File: config.mk
export PLATFORM = sky130hd
export DESIGN_NAME = eth_frame_tx
export DESIGN_NICKNAME = d
export VERILOG_FILES = /design/src/rtl/eth_frame_tx.sv
export SDC_FILE = /design/constraint.sdc
export NUM_CORES = 1
export LEC_CHECK = 0
export BUFFER_PORTS_ARGS = -buffer_cell sky130_fd_sc_hd__clkbuf_2
export CAP_MARGIN = 30
export CORE_MARGIN = 2
export CORE_UTILIZATION = 49
export DETAILED_ROUTE_END_ITERATION = 12
export HOLD_SLACK_MARGIN = 0.15
export PLACE_DENSITY = 0.74
export SLEW_MARGIN = 20
export SYNTH_ARGS = -nofsm -noshare
export SYNTH_HDL_FRONTEND = slang
export SYNTH_SLANG_ARGS = --single-unit
File: constraint.sdc
create_clock -name clk -period 9.8 [get_ports clk]
set_clock_uncertainty 0.15 [all_clocks]
set_input_delay 1.96 -clock clk [delete_from_list [all_inputs] [get_ports clk]]
set_output_delay 1.96 -clock clk [all_outputs]
set_load 0.005 [all_outputs]
File: src/rtl/eth_frame_tx.sv
// eth_frame_tx: 10BASE-T frame serializer for the Ethernet transmit path.
// Holds one frame in a host-writable byte buffer and, on request, emits
// preamble, SFD, payload and (optionally) a CRC-32 FCS, LSB first, one bit
// per `enable` strobe, followed by a TP_IDL interval.
// Optional feature: define ETH_FRAME_TX_CRC_EN to append the CRC-32 FCS.
module eth_frame_tx #(
    parameter int MAX_LEN      = 128,
    parameter int PREAMBLE_LEN = 7,
    parameter int IDLE_BITS    = 3,
    parameter int AW           = $clog2(MAX_LEN)
) (
    input  logic          clk,
    input  logic          rst,
    input  logic          enable,
    input  logic          wr_en,
    input  logic [AW-1:0] wr_addr,
    input  logic [7:0]    wr_data,
    input  logic [AW:0]   frame_len,
    input  logic          transmit,
    output logic          busy,
    output logic          tx_data,
    output logic          tx_en,
    output logic          tx_idle,
    output logic          done
);

    localparam int IW = (IDLE_BITS > 1) ? $clog2(IDLE_BITS) : 1;

    localparam logic [7:0]    PRE_BYTE  = 8'h55;
    localparam logic [7:0]    SFD_BYTE  = 8'hD5;
    localparam logic [AW:0]   CNT_ZERO  = {(AW + 1){1'b0}};
    localparam logic [AW:0]   CNT_ONE   = {{AW{1'b0}}, 1'b1};
    localparam logic [AW:0]   MAX_LEN_W = (AW + 1)'(MAX_LEN);
    localparam logic [AW:0]   PRE_LAST  = (AW + 1)'(PREAMBLE_LEN - 1);
    localparam logic [IW-1:0] IDLE_ZERO = {IW{1'b0}};
    localparam logic [IW-1:0] IDLE_ONE  = {{(IW - 1){1'b0}}, 1'b1};
    localparam logic [IW-1:0] IDLE_LAST = IW'(IDLE_BITS - 1);
    localparam logic [AW-1:0] ADDR_ZERO = {AW{1'b0}};

    typedef enum logic [2:0] {
        IDLE     = 3'd0,
        PREAMBLE = 3'd1,
        SFD      = 3'd2,
        PAYLOAD  = 3'd3,
        TP_IDL   = 3'd4
`ifdef ETH_FRAME_TX_CRC_EN
        ,
        FCS      = 3'd5
`endif
    } state_t;

`ifdef ETH_FRAME_TX_CRC_EN
    localparam logic [31:0] CRC_POLY = 32'hEDB88320;
    localparam logic [31:0] CRC_INIT = 32'hFFFFFFFF;

    // One bit of the reflected CRC-32 shift register.
    function automatic logic [31:0] crc_step(input logic [31:0] crc, input logic bit_in);
        logic fb;
        fb = crc[0] ^ bit_in;
        crc_step = {1'b0, crc[31:1]} ^ (fb ? CRC_POLY : 32'h0000_0000);
    endfunction

    logic [31:0] crc_r;
    logic [31:0] crc_s;
    logic [31:0] crc_next_s;
`endif

    logic [7:0]    mem_r [MAX_LEN];
    state_t        state_r, state_s;
    logic [2:0]    bit_r, bit_s;
    logic [AW:0]   byte_r, byte_s;
    logic [IW-1:0] idle_r, idle_s;
    logic          pend_r, pend_s;
    logic [AW:0]   len_r, len_s;
    logic          busy_r, busy_s;
    logic          done_r, done_s;
    logic          tx_data_r, tx_data_s;
    logic          tx_en_r, tx_en_s;
    logic          tx_idle_r, tx_idle_s;
    logic [7:0]    pay_r, pay_s;

    logic          accept_s;
    logic          wr_ok_s;
    logic [2:0]    bit_inc_s;
    logic [AW:0]   byte_inc_s;
    logic [7:0]    next_byte_s;
    logic [7:0]    first_byte_s;

    // A request is taken only when fully idle; the `done` cycle is excluded.
    assign accept_s     = transmit && !busy_r && !done_r
                          && (frame_len != CNT_ZERO) && (frame_len <= MAX_LEN_W);
    assign wr_ok_s      = wr_en && !busy_r && ({1'b0, wr_addr} < MAX_LEN_W);
    assign bit_inc_s    = bit_r + 3'd1;
    assign byte_inc_s   = byte_r + CNT_ONE;
    assign next_byte_s  = mem_r[byte_inc_s[AW-1:0]];
    assign first_byte_s = mem_r[ADDR_ZERO];
`ifdef ETH_FRAME_TX_CRC_EN
    assign crc_next_s   = crc_step(crc_r, tx_data_r);
`endif

    // Frame buffer: host writes while not busy, never cleared by reset.
    always_ff @(posedge clk) begin
        if (wr_ok_s) begin
            mem_r[wr_addr[AW-1:0]] <= wr_data;
        end
    end

    // Next-state, counter and output computation; advances only on `enable`.
    always_comb begin
        state_s   = state_r;
        bit_s     = bit_r;
        byte_s    = byte_r;
        idle_s    = idle_r;
        pend_s    = pend_r;
        len_s     = len_r;
        busy_s    = busy_r;
        done_s    = 1'b0;
        tx_data_s = tx_data_r;
        tx_en_s   = tx_en_r;
        tx_idle_s = tx_idle_r;
        pay_s     = pay_r;
`ifdef ETH_FRAME_TX_CRC_EN
        crc_s     = crc_r;
`endif

        if (accept_s) begin
            pend_s = 1'b1;
            len_s  = frame_len;
            busy_s = 1'b1;
        end else begin
            len_s  = len_r;
        end

        if (enable) begin
            case (state_r)
                IDLE: begin
                    if (pend_r) begin
                        state_s   = PREAMBLE;
                        pend_s    = 1'b0;
                        bit_s     = 3'd0;
                        byte_s    = CNT_ZERO;
                        tx_en_s   = 1'b1;
                        tx_data_s = PRE_BYTE[0];
                    end else begin
                        state_s   = IDLE;
                    end
                end
                PREAMBLE: begin
                    if (bit_r != 3'd7) begin
                        bit_s     = bit_inc_s;
                        tx_data_s = PRE_BYTE[bit_inc_s];
                    end else if (byte_r == PRE_LAST) begin
                        state_s   = SFD;
                        bit_s     = 3'd0;
                        byte_s    = CNT_ZERO;
                        tx_data_s = SFD_BYTE[0];
                    end else begin
                        bit_s     = 3'd0;
                        byte_s    = byte_inc_s;
                        tx_data_s = PRE_BYTE[0];
                    end
                end
                SFD: begin
                    if (bit_r != 3'd7) begin
                        bit_s     = bit_inc_s;
                        tx_data_s = SFD_BYTE[bit_inc_s];
                    end else begin
                        state_s   = PAYLOAD;
                        bit_s     = 3'd0;
                        byte_s    = CNT_ZERO;
                        pay_s     = first_byte_s;
                        tx_data_s = first_byte_s[0];
`ifdef ETH_FRAME_TX_CRC_EN
                        crc_s     = CRC_INIT;
`endif
                    end
                end
                PAYLOAD: begin
`ifdef ETH_FRAME_TX_CRC_EN
                    crc_s = crc_next_s;
`endif
                    if (bit_r != 3'd7) begin
                        bit_s     = bit_inc_s;
                        tx_data_s = pay_r[bit_inc_s];
                    end else if (byte_r == (len_r - CNT_ONE)) begin
                        bit_s     = 3'd0;
                        byte_s    = CNT_ZERO;
`ifdef ETH_FRAME_TX_CRC_EN
                        state_s   = FCS;
                        tx_data_s = ~crc_next_s[0];
`else
                        state_s   = TP_IDL;
                        idle_s    = IDLE_ZERO;
                        tx_en_s   = 1'b0;
                        tx_data_s = 1'b0;
                        tx_idle_s = 1'b1;
`endif
                    end else begin
                        bit_s     = 3'd0;
                        byte_s    = byte_inc_s;
                        pay_s     = next_byte_s;
                        tx_data_s = next_byte_s[0];
                    end
                end
`ifdef ETH_FRAME_TX_CRC_EN
                FCS: begin
                    if (bit_r != 3'd7) begin
                        bit_s     = bit_inc_s;
                        tx_data_s = ~crc_r[{byte_r[1:0], bit_inc_s}];
                    end else if (byte_r[1:0] == 2'd3) begin
                        state_s   = TP_IDL;
                        bit_s     = 3'd0;
                        byte_s    = CNT_ZERO;
                        idle_s    = IDLE_ZERO;
                        tx_en_s   = 1'b0;
                        tx_data_s = 1'b0;
                        tx_idle_s = 1'b1;
                    end else begin
                        bit_s     = 3'd0;
                        byte_s    = byte_inc_s;
                        tx_data_s = ~crc_r[{byte_inc_s[1:0], 3'd0}];
                    end
                end
`endif
                TP_IDL: begin
                    if (idle_r == IDLE_LAST) begin
                        state_s   = IDLE;
                        idle_s    = IDLE_ZERO;
                        tx_idle_s = 1'b0;
                        done_s    = 1'b1;
                        busy_s    = 1'b0;
                    end else begin
                        idle_s    = idle_r + IDLE_ONE;
                    end
                end
                default: begin
                    state_s   = IDLE;
                    bit_s     = 3'd0;
                    byte_s    = CNT_ZERO;
                    idle_s    = IDLE_ZERO;
                    pend_s    = 1'b0;
                    busy_s    = 1'b0;
                    tx_en_s   = 1'b0;
                    tx_data_s = 1'b0;
                    tx_idle_s = 1'b0;
                end
            endcase
        end else begin
            state_s = state_r;
        end
    end

    // State, counters and registered outputs with synchronous reset.
    always_ff @(posedge clk) begin
        if (rst) begin
            state_r   <= IDLE;
            bit_r     <= 3'd0;
            byte_r    <= CNT_ZERO;
            idle_r    <= IDLE_ZERO;
            pend_r    <= 1'b0;
            len_r     <= CNT_ZERO;
            busy_r    <= 1'b0;
            done_r    <= 1'b0;
            tx_data_r <= 1'b0;
            tx_en_r   <= 1'b0;
            tx_idle_r <= 1'b0;
            pay_r     <= 8'h00;
`ifdef ETH_FRAME_TX_CRC_EN
            crc_r     <= 32'h0000_0000;
`endif
        end else begin
            state_r   <= state_s;
            bit_r     <= bit_s;
            byte_r    <= byte_s;
            idle_r    <= idle_s;
            pend_r    <= pend_s;
            len_r     <= len_s;
            busy_r    <= busy_s;
            done_r    <= done_s;
            tx_data_r <= tx_data_s;
            tx_en_r   <= tx_en_s;
            tx_idle_r <= tx_idle_s;
            pay_r     <= pay_s;
`ifdef ETH_FRAME_TX_CRC_EN
            crc_r     <= crc_s;
`endif
        end
    end

    assign busy    = busy_r;
    assign tx_data = tx_data_r;
    assign tx_en   = tx_en_r;
    assign tx_idle = tx_idle_r;
    assign done    = done_r;

endmodule

; Word-level counts from Yosys, hierarchy flattened
; Memories as Yosys holds them, arrays and structs flattened.
; Index checks and enable logic that the tools add are counted.
[word_totals]
ramBits = 1024
romBits = 16
inputBits = 28
n_memories = 3
wordCells = 118
regBits = 38
output_inout_bits = 5
[classes]
n_bitwise = 4
n_eq_ne = 16
n_reduce_logical = 23
muxes = 54
n_lt_le_gt_ge = 2
n_addsub = 4
[memory_table]
columns = memory, depth, width, read_ports, rd_clocked_by_memory_dff, write_ports, line_no
row1 = mem_r, 128, 8, 2, 0, 1, 68  ; logic [7:0] mem_r [MAX_LEN];
row2 = (name not given), 8, 1, 1, 0, 0, 166  ; tx_data_s = SFD_BYTE[bit_inc_s];
row3 = (name not given), 8, 1, 1, 0, 0, 151  ; tx_data_s = PRE_BYTE[bit_inc_s];
[op_table]
columns = op, count
row1 = 8-bit two-way mux, 9
row2 = 8-bit case mux with 5 select lines, 1
row3 = 3-bit two-way mux, 8
row4 = 1-bit two-way mux, 23
row5 = "2-bit != test, second input constant", 8
row6 = 8-bit case mux with 2 select lines, 1
row7 = 3-bit case mux with 5 select lines, 1
row8 = 5-bit AND reduction, 3
row9 = 3-bit OR reduction, 4
row10 = 3-bit case mux with 3 select lines, 1
row11 = "8-bit by 1-bit adder with 8-bit output, second input constant", 1
row12 = "8-bit by 3-bit equality test with 1-bit output, second input constant", 1
row13 = 8-bit equality test, 1
row14 = "8-bit <= comparator, second input constant", 1
row15 = 8-bit nonzero test, 1
row16 = 4-bit OR reduction, 2
row17 = "8-bit by 1-bit subtractor with 8-bit output, second input constant", 1
row18 = 7-bit AND reduction, 1
row19 = "3-bit by 2-bit equality test with 1-bit output, second input constant", 2
row20 = 2-bit two-way mux, 3
row21 = 1-bit case mux with 3 select lines, 2
row22 = 2-bit case mux with 3 select lines, 1
row23 = 6-bit AND reduction, 1
row24 = 1-bit logical AND, 5
row25 = 16 further kinds, 21

; Longest topological paths before layout
; Gate-level depths: netlist of run 1.
[depth]
ltp_word = 9
mapped_depth = 17
depth_no_buf = 10

; Worst setup path after synthesis of run 1
; OpenSTA, ideal clock, no wires.
[synth_path]
kind = input-to-reg
from = in frame_len[3]
to = reg len_r[0]
cell_stages = 6
required_ns = 9.522
n_path_buf = 0
arrival_time_ns = 3.508
setup_slack_ns = 6.014
setup_time_ns = 0.128
path_cell_list = or4_1 nor4_1 xnor2_1 nand2_1 mux2i_1 nor2_1
[synth_via]
elab_chain_cells = 3
elab_cells_between_ends = 4
classes_between = 1 x order compare / 3 x reduce/logical
[synth_lines]
columns = item, line_no
row1 = from (decl), 18  ; input logic [AW:0] frame_len,
row2 = "parallel branches: the longest is 2 deep, another holds 8-bit <= comparator", -
row3 = 1-bit logical AND *, 91  ; && (frame_len != CNT_ZERO) && (frame_len <= MAX_LEN_W);
row4 = to (signal assigned), 277  ; len_r <= len_s;
row5 = to (decl), 74  ; logic [AW:0] len_r, len_s;
; Every way passes the cells marked *.
; A chain may end at the register's enable or synchronous reset.

; Worst setup path in the final report of run 1
[layout_path]
from = reg byte_r[0]
to = reg pay_r[2]
[layout_via]
elab_chain_cells = 5
elab_cells_between_ends = 8
classes_between = 1 x add/sub / 2 x eq/ne / 3 x mux / 1 x reduce/logical / 1 x memory
[layout_lines]
columns = item, line_no
row1 = from (decl), 71  ; logic [AW:0] byte_r, byte_s;
row2 = from (signal assigned), 274  ; byte_r <= byte_s;
row3 = 8-bit by 1-bit adder with 8-bit output, 94  ; assign byte_inc_s = byte_r + CNT_ONE;
row4 = memory read 128 x 8 bit, -
row5 = 8-bit two-way mux, 185  ; end else if (byte_r == (len_r - CNT_ONE)) begin
row6 = 8-bit two-way mux, 182  ; if (bit_r != 3'd7) begin
row7 = 8-bit case mux with 2 select lines, 135  ; case (state_r)
row8 = to (signal assigned), 283  ; pay_r <= pay_s;
row9 = to (decl), 80  ; logic [7:0] pay_r, pay_s;
; Several ways; a longest one is shown, not always the timed one. The select of a mux whose other input is x is not followed.

==> impl_results.md, run 1 <==
- Internal power: between 7 and 8 mW
- Largest area contributor in the netlist: edfxtp_1
- Clock Tree Root: clkbuf_16
- Peak supply drop: 0.1350 mV
- Post-layout util: 0.5504
- Number of flops mapped to enable cells by yosys: 1024
- Synth area leaders: edfxtp_1, mux4_2, nand2_1
- Post-cts sizing count: 0
- Core area: 0.08541 sq mm
- Initial Util: 0.4959
- Final antenna-violating net count: 0
- CP peak stage delay: slightly below 0.8 ns
- Ys flop type: edfxtp_1
- Lkg Pwr: 14.58 nW
- Pre-antenna DRT Iters: 6
- R2R cell count: 13
- Crit path max fanout: 100
- Run status: finished, final reports clean
- RR Startpoint: byte_r[0]
- Die area: 0.08880 sq mm
- CP Launch Type: register
- Power per cell area: roughly 190 mW/mm^2
- First DRT Iteration DRCs: 3691
- Chip Height: 298 um
- HP Class: register to register
- Num CTS Buffers: 105
- Number of global-route vias before repair: 23190
- Tot GR Track Use: 0.2367
- Max-cap violations: 0
- Syn Area/Cell: 17.94 sq um
- Clk pwr share: 0.427
- Crit share post-route: 0.5961
- Seq/Total Area, Yosys: 0.7440
- Top cell type's share of synthesized area: 0.7260
- CTS tree: yes
- # Post-CTS Setup Buffers: 0
- Gr ovfl total: 0
- IO Pins: 33
- Sw Share: 0.1973
- Synthesized Nets: 2395
- Min cycle time layout: a little under 6 ns
- Hold Path Depth: 2
- Fillers: 6440
- Worst path bufs/invs: 4
- Critical path startpoint: byte_r[0]
- Cells after synthesis: 2361
- Fin nets: around 2400
- CP arrival: roughly 6.3 ns
- Number of port buffers: 32
- # DRC: 0
- Die X: 298 um
- Largest net degree at the start of global routing: 116
- Final Power: around 9 mW
- Final Max Tran Viols: 0
- CP max-delay cell: ha_4
- Fin Setup TNS: 0 ns
- RSZ-0062 raised after global routing: false
- Comb power frac: 0.019
- Fmax: 0.1712 GHz
- Critical Path End Type: register
- Worst slew pin tran: 1.016 ns
- Hold path start: bit_r[2]
- Critical Path RT: 10.23 ns
- Area of the mapped netlist: 0.04235 sq mm
- # clock sinks: roughly 1100
- Pre-CTS setup slack: about 3.8 ns
- Worst-path clk slew: roughly 0.060 ns
- DR vias/cell: about 6.4
- Rel. slew slack: 0.3196
- CP Class: register to register
- Register share of total power: 0.553
- Synth cell types: 71
- Post-DR wirelength/cell: 28.87 um
- Psw: 1.779 mW
- Cell Chain, Critical Path: buf_12 -> inv_2 -> ha_4 -> buf_4 -> buf_4 -> mux4_2 -> mux2i_1 -> a21oi_1 -> a311oi_1 -> a311oi_1 -> a221oi_1 -> or4_1 -> a21oi_1
- Total Wirelength: ~110 mm
- Ratio of cells with drive above 1 in the final layout: 0.1847
- Top delay family on crit path: buffers and inverters
- Critical Path Stages: 13
- HPWL Detailed: 63.75 mm
- Final hold vios: 0
- Final setup slack of the worst path: 3.958 ns
- # H-tree levels: 3
- Routability cong.: 0.9080
- Via Count: roughly 23000
- # setup viols final: 0
- Clk buf depth: 3
- Clk Latency, worst-skew pair: 0.66 ns
- FP Rows: 107
- Yosys warns: 0
- Hold_buf cts: 0
- First-pass GRT wire length: 155.6 mm
- Initial antenna violation count: 3
- Area Growth Syn to Fin: 11.00%
- FF+latch count, synth: 1062
- FFs w/ async S/R, synth: 0
worst register-to-register path, cell delays in order, from the launching register on:
cell and delay (ns):
dfxtp_4 0.61, buf_12 0.55, inv_2 0.60, ha_4 0.79
buf_4 0.62, buf_4 0.60, mux4_2 0.32, mux2i_1 0.11
a21oi_1 0.20, a311oi_1 0.09, a311oi_1 0.29, a221oi_1 0.13
or4_1 0.57, a21oi_1 0.14
power groups by stage:
stage                     registers (mW)  logic, mW  clock network [mW]
after global routing                4.99      0.185                4.06
after detailed placement            5.09      0.169                   0
final                               4.99      0.174                3.85
after floorplan                     5.09     0.0585                   0
after global placement              5.09      0.161                   0
after CTS                           4.99      0.169                3.88
final cells by class:
cell class	instances	area, sq um	share of cell area
Sequential cell	1062	31510	0.6703
Inverter	11	41.29	0.0008782
Clock inverter	57	481.7	0.01025
Antenna cell	1	2.502	0.00005323
Timing Repair Buffer	78	588.1	0.01251
Tap cell	1144	1431	0.03045
Multi-Input combinational cell	1155	10160	0.2161
Clock buffer	133	2795	0.05945
metal layers:
metal / wire, um / track usage / vias up
met5: 13 / 0 / -
met4: 4766 / 0.1024 / 2
met3: 11690 / 0.05790 / 290
met2: 49420 / 0.3642 / 1484
met1: 39230 / 0.3245 / 11850
li1: - / - / 9532
Yosys cell counts, drive strengths merged (3+ instances only):
cell        n
nor3       19
and3        4
a311oi     16
a2111oi     4
nand4b      3
o311ai      3
a21oi      28
nor2      170
mux2        5
nand2b      3
nand4      24
a31oi      27
clkbuf     61
o21ai      21
nand3      98
nor4        6
edfxtp   1024
mux4      221
and2        9
inv        11
a311o       5
mux2i      65
o41ai       4
xnor2       9
a22oi       8
buf        72
a32oi      23
nor2b      14
nand2     302
dfxtp      38
ha          6
o31ai       3
a211oi      4
a221oi      3
or4         3
or3         7
xor2        7
o211ai      5
metrics by stage:
stage / hold WS, ns / area, sq um / instances
finish: 0.3169 / 47010 / 3641
global route: 0.3354 / 47010 / 3640
CTS: 0.3197 / 46930 / 3634
detailed placement: 0.3108 / 43650 / 3444
global placement: 0.2980 / 43640 / 3443
floorplan: 0.2862 / 42350 / 2361
cells in the final DEF, fill, tap and decap left out, drive strengths merged, types with 27 or more instances in the layout:
| cell type | netlist | routed |
|---|---|---|
| edfxtp | 1024 | 1024 |
| nand2 | 302 | 302 |
| mux4 | 221 | 221 |
| nor2 | 170 | 170 |
| clkbuf | 61 | 158 |
| nand3 | 98 | 98 |
| mux2i | 65 | 65 |
| buf | 72 | 53 |
| clkinv | 0 | 42 |
| dfxtp | 38 | 38 |
| a21oi | 28 | 28 |
| a31oi | 27 | 27 |
flip-flops by register name (all words and copies together) (netlist names), 2 cells and up:
signal,count
len_r,8
bit_r,3
pay_r,8
idle_r,2
mem_r,1024
byte_r,8
state_r,3
path summary, 6_finish.rpt:
check | slack, ns | endpoint
setup / recovery | 3.96 | pay_r[2]
hold / removal | 0.32 | bit_r[2]
setup reg to reg | 3.96 | pay_r[2]
hold reg to reg | 0.32 | bit_r[2]
cell families after synthesis:
| kind of cell | count (synthesis) | share of synthesized area |
|---|---|---|
| flops | 1062 | 0.7440 |
| simple gates | 669 | 0.06815 |
| mux | 291 | 0.1346 |
| compound gates | 173 | 0.02945 |
| buf+inv | 144 | 0.01814 |
| xor+xnor | 16 | 0.003929 |
| fa+ha+maj | 6 | 0.001772 |
Note: power is estimated with default switching activity, not from simulation.
==> run 2, diff against run 1 <==
- clock period: 9.8 -> 5.9 ns (I/O delays scaled with it)
==> run 2 against run 1 <==
Register-to-register slack worse by 2.8 ns. Global-route usage is 0.098 points lower. Worst hold slack worse by 0.0027 ns. Clock-buffer cell count is 20 lower. Non-clock buffer count is 21 higher. Via count is 0.46% higher. Clock power is 66% higher. Fmax is 23% higher. Wire length is 0.14% lower. Combinational power is 67% higher. Setup slack worse by 2.8 ns.
==> impl_results.md, run 2 (synthesis gave the netlist of run 1 again) <==
- Run status: finished, final reports clean
- First-pass GRT wire length: 154.4 mm
- Post-cts sizing count: 0
- Worst-path clk slew: 0.07 ns
- Clk buf depth: 3
- First DRT Iteration DRCs: 3317
- RSZ-0062 raised after global routing: false
- Fin nets: 2464
- Met1 WL: 39.21 mm
- CTS tree: yes
- Routability cong.: 0.8891
- Via Count: 23260
- Final Power: 14.97 mW
- Post-DR wirelength/cell: 28.75 um
- Final antenna-violating net count: 0
- Final hold vios: 0
- Final Cell Area: 0.04725 sq mm
- IO Pins: 33
- Core area: between 0.08 and 0.09 sq mm
- Clock Tree Root: clkbuf_16
- Chip Height: 298 um
- # clock sinks: 1062
- HPWL Detailed: around 65 mm
- Fillers: 6348
- Num CTS Buffers: 101
- Hold_buf cts: 0
- Met3 WL post-DR: 11.10 mm
- Min cycle time layout: 4.768 ns
- Lkg Pwr: 14.73 nW
- Initial antenna violation count: 1
- CP Launch Type: register
- Clk Latency, worst-skew pair: 0.67 ns
- Initial Util: 0.4959
- Post-layout util: 0.5532
- # Post-CTS Setup Buffers: 0
- Die area: 0.08880 sq mm
- DR WL met2: 49.99 mm
- Die X: 298 um
- Total Wirelength: ~100 mm
- Fin Setup TNS: 0 ns
- # H-tree levels: 3
- DR vias/cell: 6.372
- FP Rows: 107
- # setup viols final: 0
- Worst slew pin tran: 1.021 ns
- Max reg flops: 1024
- Number of port buffers: 32
- Ratio of cells with drive above 1 in the final layout: 0.1955
- Peak supply drop: 0.2869 mV
- Final Max Tran Viols: 0
- Sequential cell area: 0.03151 sq mm
- Fmax: 0.2097 GHz
- Crit path max fanout: 55
- Most common cell after layout, fill and taps aside: edfxtp_1
- Critical Path RT: 6.35 ns
- HP Class: register to register
- Pre-antenna DRT Iters: 6
- Tot GR Track Use: 0.2357
- Largest net degree at the start of global routing: 87
- Power per cell area: 316.9 mW/mm^2
- Commonest non-fill, non-tap cells in the layout: edfxtp_1, nand2_1, mux4_2
- Pre-CTS setup slack: 1.240 ns
- Critical Path End Type: register
- # DRC: 0
- Rel. slew slack: 0.3166
- Crit share post-route: 0.8082
- Max-cap violations: 0
- CP arrival: 5.21 ns
- DP Area: 0.04392 sq mm
- CP Class: register to register
- Number of global-route vias before repair: approximately 23000
- Final setup slack of the worst path: 1.132 ns
- Area occupied by multi-input gates: 0.01014 sq mm
- Uppermost layer routed: met5
- Area Growth Syn to Fin: 11.56%
- Gr ovfl total: 0
run 2: final cells by class:
| cell class | instances | area share |
|---|---|---|
| multi-input cells | 1155 | 0.2145 |
| flip-flops and latches | 1062 | 0.6670 |
| repair buffers | 99 | 0.01848 |
| clock buffers | 113 | 0.05445 |
| well taps | 1144 | 0.03029 |
| clock inverters | 66 | 0.01433 |
| diodes | 1 | 0.00005296 |
| inverters | 11 | 0.0008739 |
run 2: power breakdown:
part	total (mW)	leakage [nW]	switching, mW	internal (mW)
registers	8.29	9.51	0.0110	8.28
logic	0.290	3.62	0.229	0.0615
clock network	6.39	1.60	2.76	3.63
total	15.0	14.7	3.00	12.0
run 2: layer usage:
metal | GRT usage | up-vias
li1 | - | 9565
met1 | 0.3188 | 11940
met2 | 0.3727 | 1484
met3 | 0.05148 | 274
met4 | 0.1005 | 2
met5 | 0 | -
run 2: critical path, cell delays in order (launching register included):
cell      delay (ns)
dfxtp_4         0.79
ha_1            0.58
xor2_4          0.63
buf_16          0.24
buf_12          0.30
mux2i_1         0.13
a32oi_1         0.23
a31oi_1         0.14
a311oi_1        0.82
o41ai_1         0.11
or3_1           0.34
a31oi_1         0.17
run 2: final timing paths:
path | start | endpoint | slack (ns) | depth (start not counted)
worst max register to register | byte_r[0] | pay_r[1] | 1.13 | 11
worst min register to register | bit_r[2] | bit_r[2] | 0.31 | 2
worst max-delay path | byte_r[0] | pay_r[1] | 1.13 | 11
worst min-delay path | bit_r[2] | bit_r[2] | 0.31 | 2
run 2: through the flow:
stage | hold WS [ns] | instances
2_1_floorplan | 0.2862 | 2361
3_3_place_gp | 0.2971 | 3462
3_5_place_dp | 0.3052 | 3464
4_1_cts | 0.3171 | 3643
5_1_grt | 0.3487 | 3650
6_report | 0.3143 | 3651
